$ cat config.mk
export PLATFORM = sky130hd
export DESIGN_NAME = score_digit_scheduler_flat
export DESIGN_NICKNAME = d
export VERILOG_FILES = /design/src/rtl/score_digit_scheduler_pkg.sv /design/src/rtl/score_digit_scheduler_if.sv /design/src/rtl/score_digit_scheduler_bcd.sv /design/src/rtl/score_digit_scheduler.sv /design/src/flat_wrapper.sv
export SDC_FILE = /design/constraint.sdc
export NUM_CORES = 1
export LEC_CHECK = 0
export ABC_AREA = 1
export CAP_MARGIN = 20
export CORE_MARGIN = 1
export CORE_UTILIZATION = 57
export DETAILED_ROUTE_END_ITERATION = 16
export GPL_TIMING_DRIVEN = 0
export PLACE_DENSITY = 0.9
export SLEW_MARGIN = 20
export SYNTH_ARGS = -nofsm -noshare
export SYNTH_HDL_FRONTEND = slang
export SYNTH_SLANG_ARGS = --single-unit
$ cat constraint.sdc
create_clock -name clk -period 2.6 [get_ports clk]
set_input_delay 0.39 -clock clk [delete_from_list [all_inputs] [get_ports clk]]
set_output_delay 0.39 -clock clk [all_outputs]
set_load 0.005 [all_outputs]
$ cat src/rtl/score_digit_scheduler_pkg.sv
// -----------------------------------------------------------------------------
// score_pkg
//   Shared constants, types and helpers for the on-screen score field.
//   DIGIT_WIDTH/DIGIT_HEIGHT give the glyph cell size in pixels, and
//   DIGIT_W_LOG2 is the shift that turns a field column into a digit index.
// -----------------------------------------------------------------------------
package score_pkg;

  localparam int DIGIT_WIDTH  = 16;
  localparam int DIGIT_HEIGHT = 32;
  localparam int DIGIT_W_LOG2 = 4;

  typedef logic [3:0] bcd_digit_t;

  typedef enum logic [1:0] {
    IDLE,
    CONVERT,
    PENDING
  } sched_state_t;

  // Double-dabble correction: a nibble of 5 or more would overflow past 9
  // once doubled, so it is pre-biased by 3 before the shift.
  function automatic bcd_digit_t add3_adjust(input bcd_digit_t d);
    return (d >= 4'd5) ? bcd_digit_t'(d + 4'd3) : d;
  endfunction

endpackage

$ cat src/rtl/score_digit_scheduler_if.sv
// -----------------------------------------------------------------------------
// score_digit_scheduler_if
//   Valid/ready score handshake between a score source and the scheduler.
//   scoreValid : source offers a score
//   score      : binary score, SCORE_WIDTH bits
//   scoreReady : scheduler can accept a score this cycle
//   master = score source, slave = scheduler.
// -----------------------------------------------------------------------------
interface score_digit_scheduler_if #(
  parameter int SCORE_WIDTH = 16
);
  logic                   scoreValid;
  logic [SCORE_WIDTH-1:0] score;
  logic                   scoreReady;

  modport master (output scoreValid, output score, input  scoreReady);
  modport slave  (input  scoreValid, input  score, output scoreReady);
endinterface

$ cat src/rtl/score_digit_scheduler_bcd.sv
// -----------------------------------------------------------------------------
// bin_to_bcd_serial
//   Serial shift-add-3 binary to BCD converter, one bit per clock.
//   clk, resetN : clock, asynchronous active-low reset
//   start_i     : load bin_i, clear accumulator, arm SCORE_WIDTH shifts
//   bin_i       : binary value to convert
//   bcd_o       : BCD accumulator, most significant digit in the top nibble
//   done_o      : high during the cycle whose closing edge makes the last shift
// -----------------------------------------------------------------------------
module bin_to_bcd_serial
  import score_pkg::*;
#(
  parameter int SCORE_WIDTH = 16,
  parameter int NUM_DIGITS  = 5
) (
  input  logic                    clk,
  input  logic                    resetN,
  input  logic                    start_i,
  input  logic [SCORE_WIDTH-1:0]  bin_i,
  output logic [4*NUM_DIGITS-1:0] bcd_o,
  output logic                    done_o
);

  localparam int CNT_W = $clog2(SCORE_WIDTH + 1);

  logic [SCORE_WIDTH-1:0]  bin_q, bin_d;
  logic [4*NUM_DIGITS-1:0] bcd_q, bcd_d, bcd_adj;
  logic [CNT_W-1:0]        cnt_q, cnt_d;

  always_comb begin
    // NOTE: every variable gets a default first so no path leaves it
    // unassigned, which would otherwise infer a latch.
    bin_d   = bin_q;
    bcd_d   = bcd_q;
    cnt_d   = cnt_q;
    bcd_adj = bcd_q;
    for (int i = 0; i < NUM_DIGITS; i++) begin
      bcd_adj[4*i +: 4] = add3_adjust(bcd_q[4*i +: 4]);
    end
    if (start_i) begin
      bin_d = bin_i;
      bcd_d = '0;
      cnt_d = CNT_W'(SCORE_WIDTH);
    end else if (cnt_q != '0) begin
      bcd_d = {bcd_adj[4*NUM_DIGITS-2:0], bin_q[SCORE_WIDTH-1]};
      bin_d = {bin_q[SCORE_WIDTH-2:0], 1'b0};
      cnt_d = cnt_q - CNT_W'(1);
    end
  end

  always_ff @(posedge clk or negedge resetN) begin
    if (!resetN) begin
      // NOTE: non-blocking assignments for all state so every register
      // samples the pre-edge value regardless of statement order.
      bin_q <= '0;
      bcd_q <= '0;
      cnt_q <= '0;
    end else begin
      bin_q <= bin_d;
      bcd_q <= bcd_d;
      cnt_q <= cnt_d;
    end
  end

  assign bcd_o  = bcd_q;
  assign done_o = (cnt_q == CNT_W'(1));

endmodule

$ cat src/rtl/score_digit_scheduler.sv
// -----------------------------------------------------------------------------
// score_digit_scheduler
//   Accepts a binary score, converts it to BCD serially, commits the digits
//   on the next frame boundary after conversion, and maps each pixel to the
//   digit code and intra-glyph offsets for the bitmap renderer.
//   clk, resetN     : pixel clock, asynchronous active-low reset
//   pixelX, pixelY  : current pixel position
//   startOfFrame    : one-cycle frame-start pulse, commit point
//   score_bus       : valid/ready score handshake (slave side)
//   busy            : conversion or commit pending
//   offsetX/offsetY : position inside the current glyph (registered)
//   number          : digit code of the current cell (registered)
//   insideRectangle : pixel lies in a drawn digit cell (registered)
//   Optional: SCORE_LEADING_ZERO_BLANK_EN blanks leading zero digits.
// -----------------------------------------------------------------------------
module score_digit_scheduler
  import score_pkg::*;
#(
  parameter int          NUM_DIGITS  = 5,
  parameter int          SCORE_WIDTH = 16,
  parameter logic [10:0] TOP_LEFT_X  = 11'd16,
  parameter logic [10:0] TOP_LEFT_Y  = 11'd16
) (
  input  logic                     clk,
  input  logic                     resetN,
  input  logic [10:0]              pixelX,
  input  logic [10:0]              pixelY,
  input  logic                     startOfFrame,
  score_digit_scheduler_if.slave   score_bus,
  output logic                     busy,
  output logic [10:0]              offsetX,
  output logic [10:0]              offsetY,
  output logic [3:0]               number,
  output logic                     insideRectangle
);

  localparam logic [10:0] FIELD_W = 11'(DIGIT_WIDTH * NUM_DIGITS);
  localparam logic [10:0] FIELD_H = 11'(DIGIT_HEIGHT);
  localparam int          IDX_W   = 11 - DIGIT_W_LOG2;

  sched_state_t state_q, state_d;
  logic         accept, commit, conv_done;
  logic [4*NUM_DIGITS-1:0] bcd;

  assign accept = (state_q == IDLE) && score_bus.scoreValid;
  assign commit = (state_q == PENDING) && startOfFrame;

  bin_to_bcd_serial #(
    .SCORE_WIDTH (SCORE_WIDTH),
    .NUM_DIGITS  (NUM_DIGITS)
  ) u_bcd (
    .clk     (clk),
    .resetN  (resetN),
    .start_i (accept),
    .bin_i   (score_bus.score),
    .bcd_o   (bcd),
    .done_o  (conv_done)
  );

  // ---------------- scheduler FSM ----------------
  always_comb begin
    state_d = state_q;
    unique case (state_q)
      IDLE:    if (accept)    state_d = CONVERT;
      CONVERT: if (conv_done) state_d = PENDING;
      PENDING: if (commit)    state_d = IDLE;
      default:                state_d = IDLE;
    endcase
  end

  always_ff @(posedge clk or negedge resetN) begin
    if (!resetN) state_q <= IDLE;
    else         state_q <= state_d;
  end

  assign score_bus.scoreReady = (state_q == IDLE);
  assign busy                 = (state_q != IDLE);

  // ---------------- displayed digits ----------------
  // Index 0 is the leftmost (most significant) digit, i.e. the top nibble.
  bcd_digit_t [NUM_DIGITS-1:0] disp_q;
  logic       [NUM_DIGITS-1:0] blank_q;

`ifdef SCORE_LEADING_ZERO_BLANK_EN
  logic [NUM_DIGITS-1:0] blank_d;
  always_comb begin
    logic leading;
    leading = 1'b1;
    blank_d = '0;
    for (int i = 0; i < NUM_DIGITS - 1; i++) begin
      leading    = leading && (bcd[4*(NUM_DIGITS-1-i) +: 4] == 4'd0);
      blank_d[i] = leading;
    end
  end
`endif

  always_ff @(posedge clk or negedge resetN) begin
    if (!resetN) begin
      // NOTE: the digit bank is a handful of flops that must read as zero
      // after reset, so it is reset like ordinary state, not left as RAM.
      disp_q  <= '0;
      blank_q <= '0;
    end else if (commit) begin
      for (int i = 0; i < NUM_DIGITS; i++) begin
        disp_q[i] <= bcd[4*(NUM_DIGITS-1-i) +: 4];
      end
`ifdef SCORE_LEADING_ZERO_BLANK_EN
      blank_q <= blank_d;
`else
      blank_q <= '0;
`endif
    end
  end

  // ---------------- pixel mapping ----------------
  logic [10:0]      dx, dy;
  logic [IDX_W-1:0] idx;
  logic             in_field, cell_blank;
  logic [3:0]       num_d;

  always_comb begin
    dx  = pixelX - TOP_LEFT_X;
    dy  = pixelY - TOP_LEFT_Y;
    idx = dx[10:DIGIT_W_LOG2];
    // The lower-bound compare guards the wrapped subtraction.
    in_field = (pixelX >= TOP_LEFT_X) && (dx < FIELD_W) &&
               (pixelY >= TOP_LEFT_Y) && (dy < FIELD_H);
    num_d      = 4'd0;
    cell_blank = 1'b0;
    for (int i = 0; i < NUM_DIGITS; i++) begin
      if (idx == IDX_W'(i)) begin
        num_d      = disp_q[i];
        cell_blank = blank_q[i];
      end
    end
  end

  always_ff @(posedge clk or negedge resetN) begin
    if (!resetN) begin
      offsetX         <= '0;
      offsetY         <= '0;
      number          <= '0;
      insideRectangle <= 1'b0;
    end else begin
      offsetX         <= {7'd0, dx[DIGIT_W_LOG2-1:0]};
      offsetY         <= dy;
      number          <= num_d;
      insideRectangle <= in_field && !cell_blank;
    end
  end

endmodule

$ cat src/flat_wrapper.sv
// flat-port wrapper written by rule: the top's interface ports become plain ports
module score_digit_scheduler_flat import score_pkg::*;
#(
  parameter int          NUM_DIGITS  = 5,
  parameter int          SCORE_WIDTH = 16,
  parameter logic [10:0] TOP_LEFT_X  = 11'd16,
  parameter logic [10:0] TOP_LEFT_Y  = 11'd16
)
  (clk, resetN, pixelX, pixelY, startOfFrame, busy, offsetX, offsetY, number, insideRectangle, score_bus_scoreValid, score_bus_score, score_bus_scoreReady);
  score_digit_scheduler_if #(.SCORE_WIDTH(SCORE_WIDTH)) score_bus_i ();
  input  logic clk;
  input  logic resetN;
  input  logic [10:0] pixelX;
  input  logic [10:0] pixelY;
  input  logic startOfFrame;
  output logic busy;
  output logic [10:0] offsetX;
  output logic [10:0] offsetY;
  output logic [3:0] number;
  output logic insideRectangle;
  input wire logic [$bits(score_bus_i.scoreValid)-1:0] score_bus_scoreValid;
  input wire logic [$bits(score_bus_i.score)-1:0] score_bus_score;
  output wire logic [$bits(score_bus_i.scoreReady)-1:0] score_bus_scoreReady;
  assign score_bus_i.scoreValid = score_bus_scoreValid;
  assign score_bus_i.score = score_bus_score;
  assign score_bus_scoreReady = score_bus_i.scoreReady;
  score_digit_scheduler #(.NUM_DIGITS(NUM_DIGITS), .SCORE_WIDTH(SCORE_WIDTH), .TOP_LEFT_X(TOP_LEFT_X), .TOP_LEFT_Y(TOP_LEFT_Y)) u_core (.clk(clk), .resetN(resetN), .pixelX(pixelX), .pixelY(pixelY), .startOfFrame(startOfFrame), .score_bus(score_bus_i), .busy(busy), .offsetX(offsetX), .offsetY(offsetY), .number(number), .insideRectangle(insideRectangle));
endmodule
==> impl_metrics.env <==
export IMPL_drv_slew=0
export IMPL_synthCells=479
export IMPL_diodes=0
export IMPL_yosysUniqueCellTypes=37
export IMPL_fin_ws_ps=268.1
export IMPL_pre_cts_ws_ps=-95.94
export IMPL_cp_cell_sequence="clkdlybuf4s50_1, inv_2, ha_1, xnor2_1, nand3_2, nor2_4, nand2_2, nand2_1, inv_1, nand2_1, nand2_1, nand2_1, nand2_1"
export IMPL_die_area_mm2=0.007687
export IMPL_wl_um=8780
export IMPL_register_area_mm2=0.002077
export IMPL_synthAdderAreaFrac_pct=5.682
export IMPL_drc=0
export IMPL_arrival_ps=2580
export IMPL_routabilityCongestion=0.8671
export IMPL_p_per_area_mw_per_mm2=905.8
export IMPL_setup_viol=0
export IMPL_end_kind="flop"
export IMPL_path_class="input pin to flop"
export IMPL_overflow=0
export IMPL_postCtsSetupBuffers=0
export IMPL_crit_buf_inv=3
export IMPL_fmax_ghz=0.4288
export IMPL_numCtsBuffers=9
export IMPL_slowest_stage="clkdlybuf4s50_1"
export IMPL_cts_htree_levels=3
export IMPL_rsz0062_at_grt="false"
export IMPL_dr_first_iter_drc_count=183
export IMPL_antenna_found_initial=0
export IMPL_utilization_pct=74.86
export IMPL_grt_pass1_vias=3428
export IMPL_syn_area_mm2=0.004184
export IMPL_core_area_mm2=0.006944
export IMPL_max_cap_violations=0
export IMPL_die_w_um=87.68
export IMPL_critPathMaxStageDelay_ps=580
export IMPL_die_y_um=87.68
export IMPL_synth_compound_area_share_pct=10.83
export IMPL_yosys_warnings=0
export IMPL_wl_per_cell_um=13.28
export IMPL_layout_drive_gt1_share_pct=10.27
export IMPL_p_leak_nw=2.546
export IMPL_nFillCells=449
export IMPL_muxShareOfSynthArea_pct=0
export IMPL_synth_xor_area_share_pct=1.884
export IMPL_hold_violations=0
export IMPL_period_share_pct=89.69
export IMPL_status="finished clean"
export IMPL_crit_top_cell="nand2_1"
export IMPL_worst_path_max_fanout=5
export IMPL_clock_sinks=83
export IMPL_min_path_type="input pin to flop"
export IMPL_min_period_ps=2332
export IMPL_clockBufferDepth=2
export IMPL_synth_simple_area_share_pct=22.34
export IMPL_io_pins=71
export IMPL_synth_top_family_by_area="simple AND/OR/NAND/NOR gates"
export IMPL_cts_tree="yes"
export IMPL_grt_util_all_layers_pct=25.18
export IMPL_drt_pass1_iterations=4
export IMPL_dp_final_hpwl_um=6454
export IMPL_cpLargestDelayFamily="simple AND/OR/NAND/NOR gates"
export IMPL_rows=30
export IMPL_area_growth_pct=24.25
export IMPL_crit_path_start_kind="input pin"
export IMPL_layout_commonest_cell="nand2_1"
export IMPL_grt_pass1_wl_um=14750
export IMPL_power_mw=4.709
export IMPL_peakVddDrop_v=0.0005968
export IMPL_mostFrequentLayoutCells="nand2_1, dfrtp_1, inv_1"
export IMPL_cts_hold_fix_buffers=1
export IMPL_viasPerCell=5.177
export IMPL_vias=3422
export IMPL_ys_ff_latch=83
export IMPL_crit_required_ps=2850
export IMPL_cts_resized=0
export IMPL_avgSynthCellArea_um2=8.735
export IMPL_postRouteAntennaNets=0
export IMPL_clk_pin_slew_ps=80
export IMPL_clk_latency_ps=350
export IMPL_grt_max_degree=56
export IMPL_nets=622
export IMPL_skew_ps=5.926
export IMPL_clockRootBuffer="clkbuf_8"
export IMPL_multi_input_area_mm2=0.001730
export IMPL_seq_area_frac_synth_pct=49.64
export IMPL_io_buffers=63
export IMPL_initial_utilization_pct=60.25
-- where the power goes --
| part | internal (mW) | switching [mW] | leakage (nW) |
|---|---|---|---|
| sequential | 1.73 | 0.254 | 1.05 |
| combinational | 0.690 | 1.07 | 1.39 |
| clock | 0.534 | 0.437 | 0.106 |
| total | 2.95 | 1.76 | 2.55 |
-- cells by family (layout without fill, tap and decap cells) --
family          after synthesis  in the layout
compound gates               77             77
fa+ha+maj                    19             19
xor+xnor                      9              9
other cells                   1              7
flops                        83             83
buf+inv                      93            173
simple gates                197            197
-- state kept, by name, summed over array words and instances (netlist names) --
register                flops
u_core.disp_q              20
u_core.insideRectangle      1
u_core.number               4
u_core.offsetX              4
u_core.offsetY             11
u_core.state_q              2
u_core.u_bcd.bcd_o         20
u_core.u_bcd.bin_q         16
u_core.u_bcd.cnt_q          5
-- worst paths after layout --
check	startpoint	slack, ps	endpoint	depth (start not counted)
max	pixelX[4]	270	u_core.number[1]	13
min	pixelX[1]	480	u_core.offsetX[1]	1
max reg2reg	u_core.u_bcd.cnt_q[0]	600	u_core.u_bcd.bin_q[5]	8
min reg2reg	u_core.disp_q[12]	490	u_core.disp_q[12]	2
max in group asynchronous	resetN	1490	u_core.u_bcd.cnt_q[2]	3
min in group asynchronous	resetN	510	u_core.offsetY[9]	2
-- cell usage after synthesis --
| cell | number | area, µm² |
|---|---|---|
| nor2_1 | 20 | 75.07 |
| nor4_1 | 1 | 6.260 |
| buf_2 | 6 | 30.03 |
| dfrtp_1 | 83 | 2077 |
| nand3_2 | 7 | 70.07 |
| nor2_4 | 4 | 45.04 |
| a211oi_1 | 1 | 7.510 |
| clkbuf_1 | 5 | 18.77 |
| a22oi_1 | 1 | 7.510 |
| inv_2 | 7 | 26.28 |
| o211ai_1 | 4 | 30.03 |
| nand3b_4 | 1 | 20.02 |
| ha_1 | 19 | 237.7 |
| or2_1 | 3 | 18.77 |
| or2_2 | 3 | 18.77 |
| inv_1 | 67 | 251.5 |
| nor3_1 | 2 | 10.01 |
| o21ai_0 | 48 | 240.2 |
| buf_12 | 1 | 20.02 |
| nand4_1 | 1 | 6.260 |
| o22ai_1 | 7 | 43.79 |
| o32ai_1 | 4 | 35.03 |
| o31ai_1 | 1 | 7.510 |
| buf_4 | 7 | 52.55 |
| xor2_1 | 7 | 61.31 |
| o221ai_1 | 7 | 61.31 |
| conb_1 | 1 | 3.750 |
| nor4_2 | 1 | 12.51 |
| nor2_8 | 1 | 20.02 |
| nand2_2 | 3 | 18.77 |
| nand2_1 | 115 | 431.7 |
| or2_4 | 1 | 8.760 |
| nor3b_1 | 1 | 7.510 |
| xnor2_1 | 2 | 17.52 |
| o21ai_1 | 1 | 5.000 |
| a21oi_1 | 3 | 15.01 |
| nand3_1 | 33 | 165.2 |
-- stage by stage --
step                      cell area (µm²)  hold WS, ps  cells  TNS [ps]
after floorplan                      4207        94.41    485         0
after global placement               4957        461.4    644   -142780
after detailed placement             4982        351.7    645    -334.9
after CTS                            5199        462.7    661         0
after global routing                 5199        469.3    661         0
final                                5199        477.2    661         0
-- cell type report --
type	count	area share, %
sequential	83	39.95
multi-input combinational	309	33.29
timing repair buffer	65	12.80
inverter	74	5.343
clock buffer	10	2.455
buffer	19	2.335
tap	96	2.310
clock inverter	5	1.516
-- metal layers --
layer	GRT usage, %	wire length, µm	vias up
met4	13.26	160	0
met1	29.68	3642	1618
met5	0	0	-
met3	3.959	354	17
li1	-	-	1688
met2	44.46	4622	99
Power figures use the tool's default switching activity.
